--- config.mk ---
export PLATFORM = sky130hd
export DESIGN_NAME = rgb_pwm_driver
export DESIGN_NICKNAME = d
export VERILOG_FILES = /design/src/rtl/rgb_pkg.sv /design/src/rtl/rgb_pwm_driver_timebase.sv /design/src/rtl/rgb_pwm_driver.sv
export SDC_FILE = /design/constraint.sdc
export NUM_CORES = 1
export LEC_CHECK = 0
export ABC_AREA = 1
export BUFFER_PORTS_ARGS = -buffer_cell sky130_fd_sc_hd__buf_2
export CORE_MARGIN = 2
export CORE_UTILIZATION = 39
export DETAILED_ROUTE_END_ITERATION = 6
export PLACE_DENSITY = 0.63
export SYNTH_ARGS = -nofsm -noshare
export SYNTH_HDL_FRONTEND = slang
export SYNTH_SLANG_ARGS = --single-unit
--- constraint.sdc ---
create_clock -name clk -period 1.4 [get_ports clk]
set_input_delay 0.14 -clock clk [delete_from_list [all_inputs] [get_ports clk]]
set_output_delay 0.14 -clock clk [all_outputs]
set_load 0.01 [all_outputs]
--- src/rtl/rgb_pkg.sv ---
// Shared types and constants for the RGB PWM output path.
// Colour constants are full-scale (8'hFF) duty triples at the default resolution.
package rgb_pkg;

    localparam int DEFAULT_PWM_BITS = 8;

    typedef struct packed {
        logic [DEFAULT_PWM_BITS-1:0] r;
        logic [DEFAULT_PWM_BITS-1:0] g;
        logic [DEFAULT_PWM_BITS-1:0] b;
    } rgb_duty_t;

    localparam rgb_duty_t RED     = '{r: 8'hFF, g: 8'h00, b: 8'h00};
    localparam rgb_duty_t YELLOW  = '{r: 8'hFF, g: 8'hFF, b: 8'h00};
    localparam rgb_duty_t GREEN   = '{r: 8'h00, g: 8'hFF, b: 8'h00};
    localparam rgb_duty_t CYAN    = '{r: 8'h00, g: 8'hFF, b: 8'hFF};
    localparam rgb_duty_t BLUE    = '{r: 8'h00, g: 8'h00, b: 8'hFF};
    localparam rgb_duty_t MAGENTA = '{r: 8'hFF, g: 8'h00, b: 8'hFF};
    localparam rgb_duty_t OFF     = '{r: 8'h00, g: 8'h00, b: 8'h00};

    // Clocks per PWM step, never less than one.
    function automatic int calc_prescale(input int clk_freq, input int pwm_freq, input int pwm_bits);
        int p;
        p = clk_freq / (pwm_freq * (1 << pwm_bits));
        return (p < 1) ? 1 : p;
    endfunction

endpackage

--- src/rtl/rgb_pwm_driver_timebase.sv ---
// pwm_timebase: prescaler plus PWM period counter.
// step pulses once every PRESCALE clocks; wrap marks the last clock of a period.
module pwm_timebase #(
    parameter int PRESCALE = 4,
    parameter int PWM_BITS = 8
) (
    input  logic                clk,
    input  logic                rst_n,
    output logic [PWM_BITS-1:0] pwm_cnt,
    output logic                step,
    output logic                wrap
);

    localparam int PRE_W = (PRESCALE > 1) ? $clog2(PRESCALE) : 1;
    localparam logic [PRE_W-1:0]    PRE_MAX = PRE_W'(PRESCALE - 1);
    localparam logic [PWM_BITS-1:0] CNT_MAX = '1;

    logic [PRE_W-1:0] pre_cnt;

    assign step = (pre_cnt == PRE_MAX);
    assign wrap = step && (pwm_cnt == CNT_MAX);

    // Prescaler and period counter; the period counter wraps naturally at 2**PWM_BITS.
    always_ff @(posedge clk) begin
        if (!rst_n) begin
            pre_cnt <= '0;
            pwm_cnt <= '0;
        end else if (step) begin
            pre_cnt <= '0;
            pwm_cnt <= pwm_cnt + 1'b1;
        end else begin
            pre_cnt <= pre_cnt + 1'b1;
        end
    end

endmodule

--- src/rtl/rgb_pwm_driver.sv ---
// rgb_pwm_driver: three-channel synchronous PWM with a double-buffered duty triple.
// New duties land in a shadow buffer and are copied to the active set only at a
// period boundary, so every period on the pins is a complete, consistent one.
// Build option RGB_PWM_ACTIVE_LOW_EN inverts the pins for common-anode LEDs.
module rgb_pwm_driver
    import rgb_pkg::*;
#(
    parameter int CLK_FREQ = 12000000,
    parameter int PWM_FREQ = 2000,
    parameter int PWM_BITS = DEFAULT_PWM_BITS
) (
    input  logic                clk,
    input  logic                rst_n,
    input  logic [PWM_BITS-1:0] duty_r,
    input  logic [PWM_BITS-1:0] duty_g,
    input  logic [PWM_BITS-1:0] duty_b,
    input  logic                duty_valid,
    output logic                duty_ready,
    output logic                period_start,
    output logic                red,
    output logic                green,
    output logic                blue
);

    localparam int PRESCALE = calc_prescale(CLK_FREQ, PWM_FREQ, PWM_BITS);

    typedef struct packed {
        logic [PWM_BITS-1:0] r;
        logic [PWM_BITS-1:0] g;
        logic [PWM_BITS-1:0] b;
    } duty_t;

    logic [PWM_BITS-1:0] pwm_cnt;
    logic                step;
    logic                wrap;
    duty_t               shadow;
    duty_t               active;
    logic                pending;
    logic                led_r;
    logic                led_g;
    logic                led_b;

    pwm_timebase #(
        .PRESCALE (PRESCALE),
        .PWM_BITS (PWM_BITS)
    ) u_timebase (
        .clk     (clk),
        .rst_n   (rst_n),
        .pwm_cnt (pwm_cnt),
        .step    (step),
        .wrap    (wrap)
    );

    assign duty_ready = !pending;

    // Double buffer: apply at the period boundary, otherwise accept into shadow.
    // Apply needs pending=1 and accept needs pending=0, so they never collide;
    // an accept on the wrap cycle waits for the following boundary.
    always_ff @(posedge clk) begin
        if (!rst_n) begin
            shadow  <= '0;
            active  <= '0;
            pending <= 1'b0;
        end else if (wrap && pending) begin
            active  <= shadow;
            pending <= 1'b0;
        end else if (duty_valid && !pending) begin
            shadow  <= '{r: duty_r, g: duty_g, b: duty_b};
            pending <= 1'b1;
        end else begin
            pending <= pending;
        end
    end

    // Registered period strobe and channel comparators (one clock behind the counter).
    always_ff @(posedge clk) begin
        if (!rst_n) begin
            period_start <= 1'b0;
            led_r        <= 1'b0;
            led_g        <= 1'b0;
            led_b        <= 1'b0;
        end else begin
            period_start <= wrap;
            led_r        <= (pwm_cnt < active.r);
            led_g        <= (pwm_cnt < active.g);
            led_b        <= (pwm_cnt < active.b);
        end
    end

`ifdef RGB_PWM_ACTIVE_LOW_EN
    assign red   = ~led_r;
    assign green = ~led_g;
    assign blue  = ~led_b;
`else
    assign red   = led_r;
    assign green = led_g;
    assign blue  = led_b;
`endif

    // step is consumed only inside the timebase's wrap term here.
    logic unused_step;
    assign unused_step = step;

endmodule

Word-level counts from Yosys, hierarchy flattened
Index checks and enable logic that the tools add are counted.
{"block": "word_totals", "wordCells": 29, "in_bits": 27, "out_inout_bits": 5, "register_bits": 66}
{"block": "classes", "n_reduce_logical": 7, "bitwise_logic": 2, "eq_ne": 2, "n_lt_le_gt_ge": 3, "n_addsub": 2}
{"operator": "8-bit less-than comparator", "n": 3}
{"operator": "8-bit by 1-bit adder with 8-bit output, second input constant", "n": 1}
{"operator": "8-bit equality test, second input constant", "n": 1}
{"operator": "5-bit by 1-bit adder with 5-bit output, second input constant", "n": 1}
{"operator": "5-bit equality test, second input constant", "n": 1}
{"operator": "2-bit OR reduction", "n": 2}
{"operator": "1-bit logical AND", "n": 3}
{"operator": "1-bit inverter", "n": 2}
{"operator": "2-bit AND reduction", "n": 1}
{"operator": "1-bit zero test", "n": 1}

Longest topological paths before layout
Gate-level depths: netlist (run 1).
{"block": "depth", "ltp_word": 5, "depth_mapped": 9}

By module
Synthesis (run 1) repeated with hierarchy kept, for this count alone.
{"block": "unflattened", "hier_cells": 383, "area_unflattened_um2": 3006.6}
{"mod": "rgb_pwm_driver", "cells_each": 297, "n_inst": 1, "seq_area_each_um2": 1061.0, "area_each_um2": 2346.0}
{"mod": "pwm_timebase", "cells_each": 86, "n_inst": 1, "seq_area_each_um2": 260.2, "area_each_um2": 660.6}

Least setup slack after synthesis (run 1)
Ideal clock, no wire load.
{"block": "synth_path", "path_type": "register -> register", "startpoint": "register u_timebase.pwm_cnt[1]", "endpoint": "register active[10] in the netlist's numbering", "required_time_ns": 1.288, "setup_time_ns": 0.112, "period_less_slack_ns": 1.412, "setup_slack_ns": -0.012, "arrival_time_ns": 1.300, "stages_incl_launch_ff": 9, "path_cell_list": "dfxtp_1 > ha_1 > nand2_1 > nor2_2 > nand4_2 > buf_6 > buf_6 > nor2_2 > nor2_1"}
{"block": "synth_between", "elab_chain_cells": 3}
{"element": "start, declared", "line_no": "rgb_pwm_driver_timebase.sv:9", "source": "output logic [PWM_BITS-1:0] pwm_cnt,"}
{"element": "start signal, assigned", "line_no": "rgb_pwm_driver_timebase.sv:30", "source": "pwm_cnt <= pwm_cnt + 1'b1;"}
{"element": "8-bit equality test", "line_no": "rgb_pwm_driver_timebase.sv:21", "source": "assign wrap = step && (pwm_cnt == CNT_MAX);"}
{"element": "1-bit logical AND", "line_no": "rgb_pwm_driver_timebase.sv:21"}
{"element": "1-bit logical AND", "line_no": "rgb_pwm_driver.sv:64", "source": "end else if (wrap && pending) begin"}
{"element": "end signal, assigned", "line_no": "rgb_pwm_driver.sv:65", "source": "active <= shadow;"}
{"element": "end, declared", "line_no": "rgb_pwm_driver.sv:37", "source": "duty_t active;"}
Every way passes these cells.
A chain may end at the register's enable or synchronous reset.

Final worst setup path (run 1)
{"block": "layout_path", "startpoint": "register u_timebase.pwm_cnt[0]", "endpoint": "register pending"}
{"block": "layout_between", "elab_chain_cells": 4}
{"element": "8-bit equality test", "line_no": "rgb_pwm_driver_timebase.sv:21"}
{"element": "1-bit logical AND", "line_no": "rgb_pwm_driver_timebase.sv:21"}
{"element": "1-bit logical AND", "line_no": "rgb_pwm_driver.sv:64"}
{"element": "2-bit OR reduction (no line)"}
{"element": "end signal, assigned", "line_no": "rgb_pwm_driver.sv:71", "source": "pending <= pending;"}
{"element": "end, declared", "line_no": "rgb_pwm_driver.sv:38", "source": "logic pending;"}
Every way passes these cells.

==> results of run 1 <==
[registers in the layout, summed over array words and instances (netlist names)]
register            flops
period_start            1
pending                 1
blue                    1
u_timebase.pre_cnt      5
u_timebase.pwm_cnt      8
active                 24
red                     1
shadow                 24
green                   1
[cells by family after synthesis]
| family | count (synthesis) |
|---|---|
| buffers and inverters | 66 |
| and+or+nand+nor | 208 |
| AOI/OAI and AO/OA | 56 |
| adders and majority gates | 24 |
| DFF | 66 |
[per-layer routing]
| metal | GRT usage (%) | share of wire, % | vias up | wire (microns) |
|---|---|---|---|---|
| met3 | 3.20 | 2.3 | 13 | 158 |
| li1 | - | - | 1411 | - |
| met2 | 24.5 | 47 | 35 | 3200 |
| met1 | 21.0 | 49 | 1204 | 3370 |
| met4 | 7.46 | 2.0 | 0 | 139 |
| met5 | 0 | 0 | - | 0 |
[repair_timing]
action | 4_1_cts | 5_1_grt
gates resized for setup | 0 | 42
hold buffers | 0 | 0
buffers inserted | 0 | 5
setup endpoints to repair | 0 | 55
[worst min path at each step]
stage	end	slack, ns	cells past startpoint
6_report	shadow[0]	0.01	3
5_1_grt	shadow[20]	0.01	3
4_1_cts	shadow[18]	0.004	3
3_5_place_dp	shadow[18]	0.37	3
3_3_place_gp	shadow[16]	0.36	3
2_1_floorplan	pending	0.27	2
[power by group]
group	total [mW]	internal, mW	switching, mW
combinational	0.221	0.0948	0.126
clock	1.43	0.728	0.703
sequential	1.99	1.94	0.0427
[worst register-to-register path: stages, from the launching register on]
cell       delay [ns]
dfxtp_2          0.35
ha_4             0.14
nand2_2          0.07
nor2_4           0.14
nand4_4          0.09
buf_12           0.17
clkbuf_16        0.16
o211ai_1         0.10
inv_1            0.05
[stage by stage]
stage	setup TNS (ns)	total power, mW
floorplan	0	2.13
global placement	0	2.21
detailed placement	0	2.22
CTS	0	3.63
global route	-0.647	3.80
finish	0	3.64
[cell usage in the layout, fill, tap and decap left out, types with 11 or more instances in the layout]
master    netlist  final
nor2_1        105    100
o21ai_0        31     30
a21oi_1        17     16
inv_1          49     47
ha_1           24     20
buf_4           0     20
nor2_2         11     12
nand2_2         0     11
buf_2           3     31
nand2_1        78     65
clkbuf_8        0     11
dfxtp_1        66     60
[layout make-up]
type                       instances  area (sq um)  share of cell area [%]
clock inverter                     2          12.5                   0.321
tap                              102           128                    3.28
timing repair inverter             1          7.51                   0.193
clock buffer                      13           159                    4.08
timing repair buffer              59           477                    12.2
multi-input combinational        288          1590                    40.8
sequential                        66          1330                    34.1
inverter                          50           191                    4.92
==> results.md, run 1 <==
* Wire per inst at ~12 microns
* Share of cells above drive strength 1 at 24.8%
* Worst setup startpoint: u_timebase.pwm_cnt[0]
* Sequential share of the synthesized area at a little over two fifths
* Post-route clock period utilization at between 90% and 100%
* Total track usage at ~16%
* Max Cap Viol at 0
* Worst Setup EP: pending
* First-pass GRT wire length at between 10 and 15 mm
* Initial antenna violation count at 0
* Worst R2R Path Depth at 8
* Row cnt at 32
* WL final at about 6.9 mm
* Area grow syn2layout at 28.3%
* Yosys top cell area share at ~44%
* FF+latch count, synth at 66
* Post-synth EDFFs at 0
* H-Tree Depth at 3
* Critical path required time at between 1.5 and 2 ns
* Longest Clk Path Bufs at 2
* Final ANT Viol Nets at 0
* Largest family of logic cells by synthesized area: simple AND/OR/NAND/NOR gates
* LEAKAGE at 1.97 nW
* Core Util, Final at slightly above 50%
* Outcome: finished clean
* # setup viols final at 0
* Non-Filler Instances at just under 600
* Final Hold Fails at 0
* Die height at 92.2 microns
* PwrDens at between 900 and 1000 nW/um^2
* N_diodes at 0
* CP Max Fanout at 7
* Post-synth ARST share at 0%
* CTS Buf Count at 9
* Main synth FF type: dfxtp_1
* FMAX at 0.725 GHz
* 1st-iter DRT viols at between 80 and 90
* Peak supply drop at 0.463 mV
* RSZ-0062 raised after global routing: yes
* Critical path arrival at roughly 1.6 ns
* Clk Latency, worst-skew pair at around 0.35 ns
* Vias at roughly 2700
* Global route overflow at 0
* Worst path cell trace: ha_4, nand2_2, nor2_4, nand4_4, buf_12, clkbuf_16, o211ai_1, inv_1
* Critical Path End Type: register
* Crit-path leading delay family: buffers and inverters
* Fill count at 740
* Syn Nets at between 400 and 500
* Crit Reg-Reg Startpoint: u_timebase.pwm_cnt[0]
* WP depth at 8
* Nets at 526
* CP bufs+invs at 3
* Hold WS at approximately 0.012 ns
* FF-to-FF setup slack at ~0.02 ns
* Post-synth top cells: nor2_1 (105), nand2_1 (78), dfxtp_1 (66)
* Dpl hpwl at roughly 4.2 mm
* Clk slew on worst S/H paths at about 0.070 ns
* PnR worst setup slack at just over 0.02 ns
* Final instance area at 3890 sq um
* Slowest CP cell: dfxtp_2
* CP startpoint kind: register
* Hold Path Class: in2reg
* CTS tree: yes
* Die Wd at 92.2 microns
* Vias per cell at about 4.6
* Core Box Area at 7650 sq um
* PortBufs at 31
* Mapped Cells at 420
* Inst Count DP at approximately 560
* Post-synthesis xor/xnor area fraction at 0%
* Hold path startpoint: duty_b[0]
* Post-Synth Adder-Cell Area at under 10%
* Clk Tree Root Cell: clkbuf_8
* Largest net degree at the start of global routing at 30
* Mux cell area share after synthesis at 0%
* Slew Limit Fails at 0
* Most frequent cell after synthesis: nor2_1
* Number of global-route vias before repair at around 2400
* Reg2reg end: pending
* Crit path largest cell delay at approximately 0.35 ns
* Ys Warns at 0
* Placed standard-cell area at between 3000 and 4000 sq um
* Unique masters post-synth at 21
* Slew margin rel. at between 80% and 90%
* Post-synthesis compound-gate area fraction at under 10%
* Top cell type by total area after synthesis: dfxtp_1
* Mapped cell area at 3040 sq um
* Post-Place Setup Slack at 0.0389 ns
* Synthesized area per cell at 7.23 sq um
* Die area at about 8500 sq um
* Synth Area in Simple Gates at about 28%
* Drt pass-1 iters at 4
* Synth area leaders: dfxtp_1 (44%), nor2_1 (13%), ha_1 (9.9%), nand2_1 (9.6%), inv_1 (6.1%)
* Final min period at between 1 and 1.5 ns
* Number of clock sinks at 66
* Clk_skew at ~0.0068 ns
* Placer Congestion at 0.811
* Starting Density at roughly two fifths
* Setup Crit Path Kind: reg2reg
* Slew @ Worst Pin at 0.295 ns
* I/O pin cnt at 32
* DRC at 0
(Power assumes the default switching activity.)
==> inputs of run 2 (changes only) <==
- CORE_MARGIN: 2 -> 1
==> run 2 against run 1 <==
Maximum frequency shrank 1.4%; critical path depth is the same; clock power grew 41%; cell area is essentially flat; wire length shrank 4.6%; clock skew is essentially flat; clock-buffer cell count shrank 1; sequential power is essentially flat; flip-flop and latch count is the same; largest cell class unchanged.
==> results.md, run 2 (same netlist as run 1, synthesis figures left out) <==
* Initial antenna violation count at 0
* TNS Setup at 0 ns
* H-Tree Depth at 3
* Clk_skew at 0.00658 ns
* LEAKAGE at between 2 and 2.5 nW
* Vias per cell at ~4.5
* Placer Congestion at roughly 0.76
* Nets at ~520
* Hold Path Class: in2reg
* Wire per inst at 11.4 microns
* N_diodes at 0
* Die Wd at between 90 and 100 microns
* Starting Density at 41.2%
* Outcome: finished clean
* Longest Clk Path Bufs at 2
* PortBufs at 31
* Most frequent cells in the layout: nor2_1 (102), nand2_1 (70), dfxtp_1 (62)
* First-pass GRT wire length at approximately 10 mm
* CTS hold repair buffers at 0
* Number of clock sinks at 66
* CP Max Fanout at 10
* Row cnt at 31
* Largest net degree at the start of global routing at 40
* Share of cells above drive strength 1 at around 22%
* FMAX at between 0.7 and 0.8 GHz
* Number of global-route vias before repair at 2346
* Clk slew on worst S/H paths at around 0.070 ns
* Clk Tree Root Cell: clkbuf_8
* Clk Latency, worst-skew pair at approximately 0.34 ns
* # setup viols final at 0
* Final Hold Fails at 0
* Core Box Area at 7370 sq um
* Vias at 2606
* CTS Buf Count at 9
* Largest registers: active x24, shadow x24, u_timebase.pwm_cnt x8
* Critical path arrival at 1.63 ns
* CTS tree: yes
* Die area at 8140 sq um
* RSZ-0062 raised after global routing: yes
* Setup Crit Path Kind: reg2reg
* Total power at about 4.2 mW
* I/O pin cnt at 32
* Max Cap Viol at 0
* Peak supply drop at between 0.6 and 0.7 mV
* Die height at between 90 and 100 microns
* PwrDens at roughly 1100 nW/um^2
* Global route overflow at 0
* PnR worst setup slack at ~0.00077 ns
* Slew @ Worst Pin at roughly 0.33 ns
* 1st-iter DRT viols at slightly above 100
* Area grow syn2layout at 28.4%
* Hold WS at around 0.016 ns
* Critical path required time at 1.63 ns
* Slew Limit Fails at 0
* Most common cell after layout, fill and taps aside: nor2_1
* Post-route clock period utilization at ~100%
* Dpl hpwl at 4.15 mm
* Drt pass-1 iters at 5
* Final min period at about 1.4 ns
* Critical Path End Type: register
* Final ANT Viol Nets at 0
* Post-Place Setup Slack at ~0.051 ns
* WL final at between 6 and 7 mm
* Fill count at a little over 700
* Total track usage at 15.9%
* Slew margin rel. at about 78%
* CP startpoint kind: register
* DRC at 0
-- run 2: changes by cell type in the layout (fill, tap and decap cells not counted), moves of 2 or more --
| cell | previous run | this run |
|---|---|---|
| dfxtp_2 | 6 | 4 |
| nand2_2 | 11 | 5 |
| dfxtp_1 | 60 | 62 |
| ha_4 | 4 | 2 |
| nor2_4 | 5 | 2 |
| buf_4 | 20 | 16 |
| nor2_1 | 100 | 102 |
| bufinv_16 | 0 | 3 |
| ha_1 | 20 | 22 |
| clkinvlp_4 | 3 | 1 |
| nand2_1 | 65 | 70 |
-- run 2: path summary, 6_finish.rpt --
check,from,to,slack [ns],cells after the start
worst min-delay path,duty_r[1],shadow[17],0.02,3
worst max register to register,u_timebase.pwm_cnt[0],active[7],0.0008,8
worst min register to register,shadow[1],active[1],0.47,2
worst max-delay path,u_timebase.pwm_cnt[0],active[7],0.0008,8
-- run 2: area by class of cell --
type / instances / area, sq um / share of cell area (%)
clock buffer: 12 / 155 / 3.98
clock inverter: 4 / 97.6 / 2.50
inverter: 50 / 188 / 4.82
multi-input combinational: 288 / 1530 / 39.3
sequential: 66 / 1330 / 34.0
tap: 99 / 124 / 3.18
timing repair buffer: 57 / 473 / 12.1
-- run 2: repair_timing --
item                       4_1_cts  5_1_grt
hold endpoints to repair         0        0
resized for setup                0       28
setup buffers                    0        1
setup endpoints to repair        0       29
-- run 2: power by group --
part           internal (mW)  switching [mW]
sequential              1.94          0.0424
combinational         0.0918           0.117
clock                   1.28           0.728
total                   3.32           0.887
-- run 2: metrics by stage --
step | utilization, % | cell area [sq um] | cells
2_1_floorplan | - | 3040 | 420
3_3_place_gp | 46.2 | 3400 | 553
3_5_place_dp | 46.2 | 3400 | 553
4_1_cts | 49.6 | 3660 | 569
5_1_grt | 52.9 | 3900 | 576
6_report | 52.9 | 3900 | 576
-- run 2: critical path: stages, from the launching register on --
cell and delay [ns]:
dfxtp_2 0.36, ha_4 0.15, nand2_4 0.06, nor2_4 0.12
nand4_4 0.12, buf_12 0.17, clkbuf_16 0.16, nor2_1 0.09
nor2_1 0.06
-- run 2: routing by layer --
layer | share of wire, % | vias to the layer above | track usage [%]
met1 | 50 | 1146 | 20.2
met2 | 45 | 43 | 24.7
met4 | 2.2 | 0 | 8.87
li1 | - | 1407 | -
met5 | 0 | - | 0
met3 | 2.6 | 10 | 3.81
==> inputs of run 3 (changes only) <==
- CELL_PAD_IN_SITES_DETAIL_PLACEMENT: not set -> 1
- CELL_PAD_IN_SITES_GLOBAL_PLACEMENT: not set -> 2
- CORE_UTILIZATION: 39 -> 30
- PLACE_DENSITY: 0.63 -> 0.79
==> run 3 against run 2 <==
The flow now finishes with violations (negative setup slack); global-route usage decreased by 0.81 points; setup slack got worse by 0.028 ns; worst hold slack worse by 0.0029 ns; critical path type unchanged; clock power fell by 17%; register-to-register slack worse by 0.03 ns; largest cell class unchanged.
==> results.md, run 3 (same netlist as run 1, synthesis figures left out) <==
* 1st-iter DRT viols at 83
* First-pass GRT wire length at roughly 12 mm
* P_int at between 2 and 3 mW
* Placed standard-cell area at around 3500 sq um
* Die Wd at 103 microns
* LEAKAGE at between 2 and 2.5 nW
* Clk_skew at 0.0117 ns
* PortBufs at 31
* N_diodes at 0
* Switch share at a little under a quarter
* Vias per cell at roughly 4.4
* Nets at between 500 and 600
* Clock group share of total power at roughly 43%
* Comb pwr share at under 10%
* Max Cap Viol at 0
* WL final at 7.72 mm
* Most common cell after layout, fill and taps aside: nor2_1
* CTS Buf Count at 9
* Psw at between 0.9 and 1 mW
* Die area at ~11000 sq um
* Placer Congestion at around 0.7
* Critical path arrival at 1.66 ns
* Outcome: complete, but fails checks
* Starting Density at a little under a third
* Slew Limit Fails at 0
* CTS tree: yes
* I/O pin cnt at 32
* Vias at between 2000 and 3000
* Peak supply drop at 0.370 mV
* DRC at 0
* Final instance area at about 4000 sq um
* Row cnt at 36
* Register share of total power at 51.4%
* Die height at about 100 microns
* Final ANT Viol Nets at 0
* CP startpoint kind: register
* Clk slew on worst S/H paths at 0.08 ns
* Core Box Area at a little under 10000 sq um
* Share of cells above drive strength 1 at 24.6%
* TNS Setup at -0.155 ns
* Failing checks: negative setup slack
* Post-route clock period utilization at 102%
* Longest Clk Path Bufs at 2
* Drt pass-1 iters at 4
* Largest net degree at the start of global routing at 64
* Area grow syn2layout at 30.2%
* Largest registers: active x24, shadow x24, u_timebase.pwm_cnt x8
* FMAX at 0.701 GHz
* Slew margin rel. at 81.9%
* Initial antenna violation count at 0
* Hold Path Class: in2reg
* Slew @ Worst Pin at roughly 0.27 ns
* Critical Path End Type: register
* Global route overflow at 0
* Clk Tree Root Cell: clkbuf_8
* Number of clock sinks at 66
* Final Hold Fails at 0
* CP Max Fanout at 9
* RSZ-0062 raised after global routing: yes
* Clk Latency, worst-skew pair at 0.34 ns
* Dpl hpwl at 4.90 mm
* Final min period at 1.43 ns
* PnR worst setup slack at -0.0273 ns
* Total track usage at about 15%
* H-Tree Depth at 3
* # setup viols final at 11
* Most frequent cells in the layout: nor2_1 (93), nand2_1 (67), dfxtp_1 (62)
* Critical path required time at 1.64 ns
* Setup Crit Path Kind: reg2reg
* PwrDens at 979 nW/um^2
* Number of global-route vias before repair at between 2000 and 3000
* Wire per inst at 12.6 microns
run 3: critical path, cell delays in order, from the launching register on:
cell and delay [ns]:
dfxtp_2 0.33, inv_2 0.07, ha_4 0.15, nand2_4 0.05, nor2_4 0.11, nand4_4 0.11, buf_12 0.17, clkbuf_16 0.16
nor2_2 0.10, nor2_2 0.05
run 3: path summary, 6_finish.rpt:
check                                      startpoint          to  slack [ns]  cells past startpoint
worst max-delay path            u_timebase.pre_cnt[0]  active[11]       -0.03                      9
worst max register to register  u_timebase.pre_cnt[0]  active[11]       -0.03                      9
worst min-delay path                        duty_r[6]  shadow[22]        0.01                      3
worst min register to register              shadow[3]   active[3]        0.49                      2
run 3: power by group through the flow:
stage                     Sequential [mW]  Clock, mW  Combinational [mW]
final                                1.99       1.66               0.224
after detailed placement             2.02          0               0.210
after global placement               2.02          0               0.204
after global routing                 2.00       1.80               0.259
after CTS                            1.98       1.71               0.217
after floorplan                      2.01          0               0.119
run 3: what timing repair did:
action                                 in CTS  in global routing
endpoints found under the hold margin       2                  0
gates cloned                                0                  5
setup endpoints to repair                   2                 33
hold buffers                                2                  0
gates resized for setup                     1                 40
pin swaps                                   0                  8
setup buffers                               0                  2
run 3: cell type report:
| class | count | area (sq um) |
|---|---|---|
| Fill cell | 1253 | 5820 |
| Clock inverter | 4 | 51.3 |
| Multi-Input combinational cell | 288 | 1570 |
| Clock buffer | 11 | 151 |
| Timing Repair Buffer | 60 | 502 |
| Inverter | 50 | 188 |
| Sequential cell | 66 | 1330 |
| Tap cell | 133 | 166 |
run 3: metrics by stage:
step | setup WS (ns) | power, mW | hold slack, ns | std cells | utilization, %
after detailed placement | -0.00632 | 2.24 | 0.369 | 588 | 35.3
after floorplan | 0.0244 | 2.13 | 0.273 | 420 | -
after global placement | 0.0619 | 2.23 | 0.361 | 588 | 35.3
after global routing | -0.116 | 4.05 | 0.0144 | 612 | 40.4
final | -0.0273 | 3.87 | 0.0131 | 612 | 40.4
after CTS | 0.00910 | 3.91 | 0.000816 | 605 | 37.7
run 3: layer usage:
metal | track usage (%) | vias to the layer above | routed length (microns)
met3 | 3.12 | 11 | 197
li1 | - | 1414 | -
met2 | 23.3 | 34 | 3640
met4 | 6.92 | 0 | 120
met5 | 0 | - | 0
met1 | 20.2 | 1238 | 3770
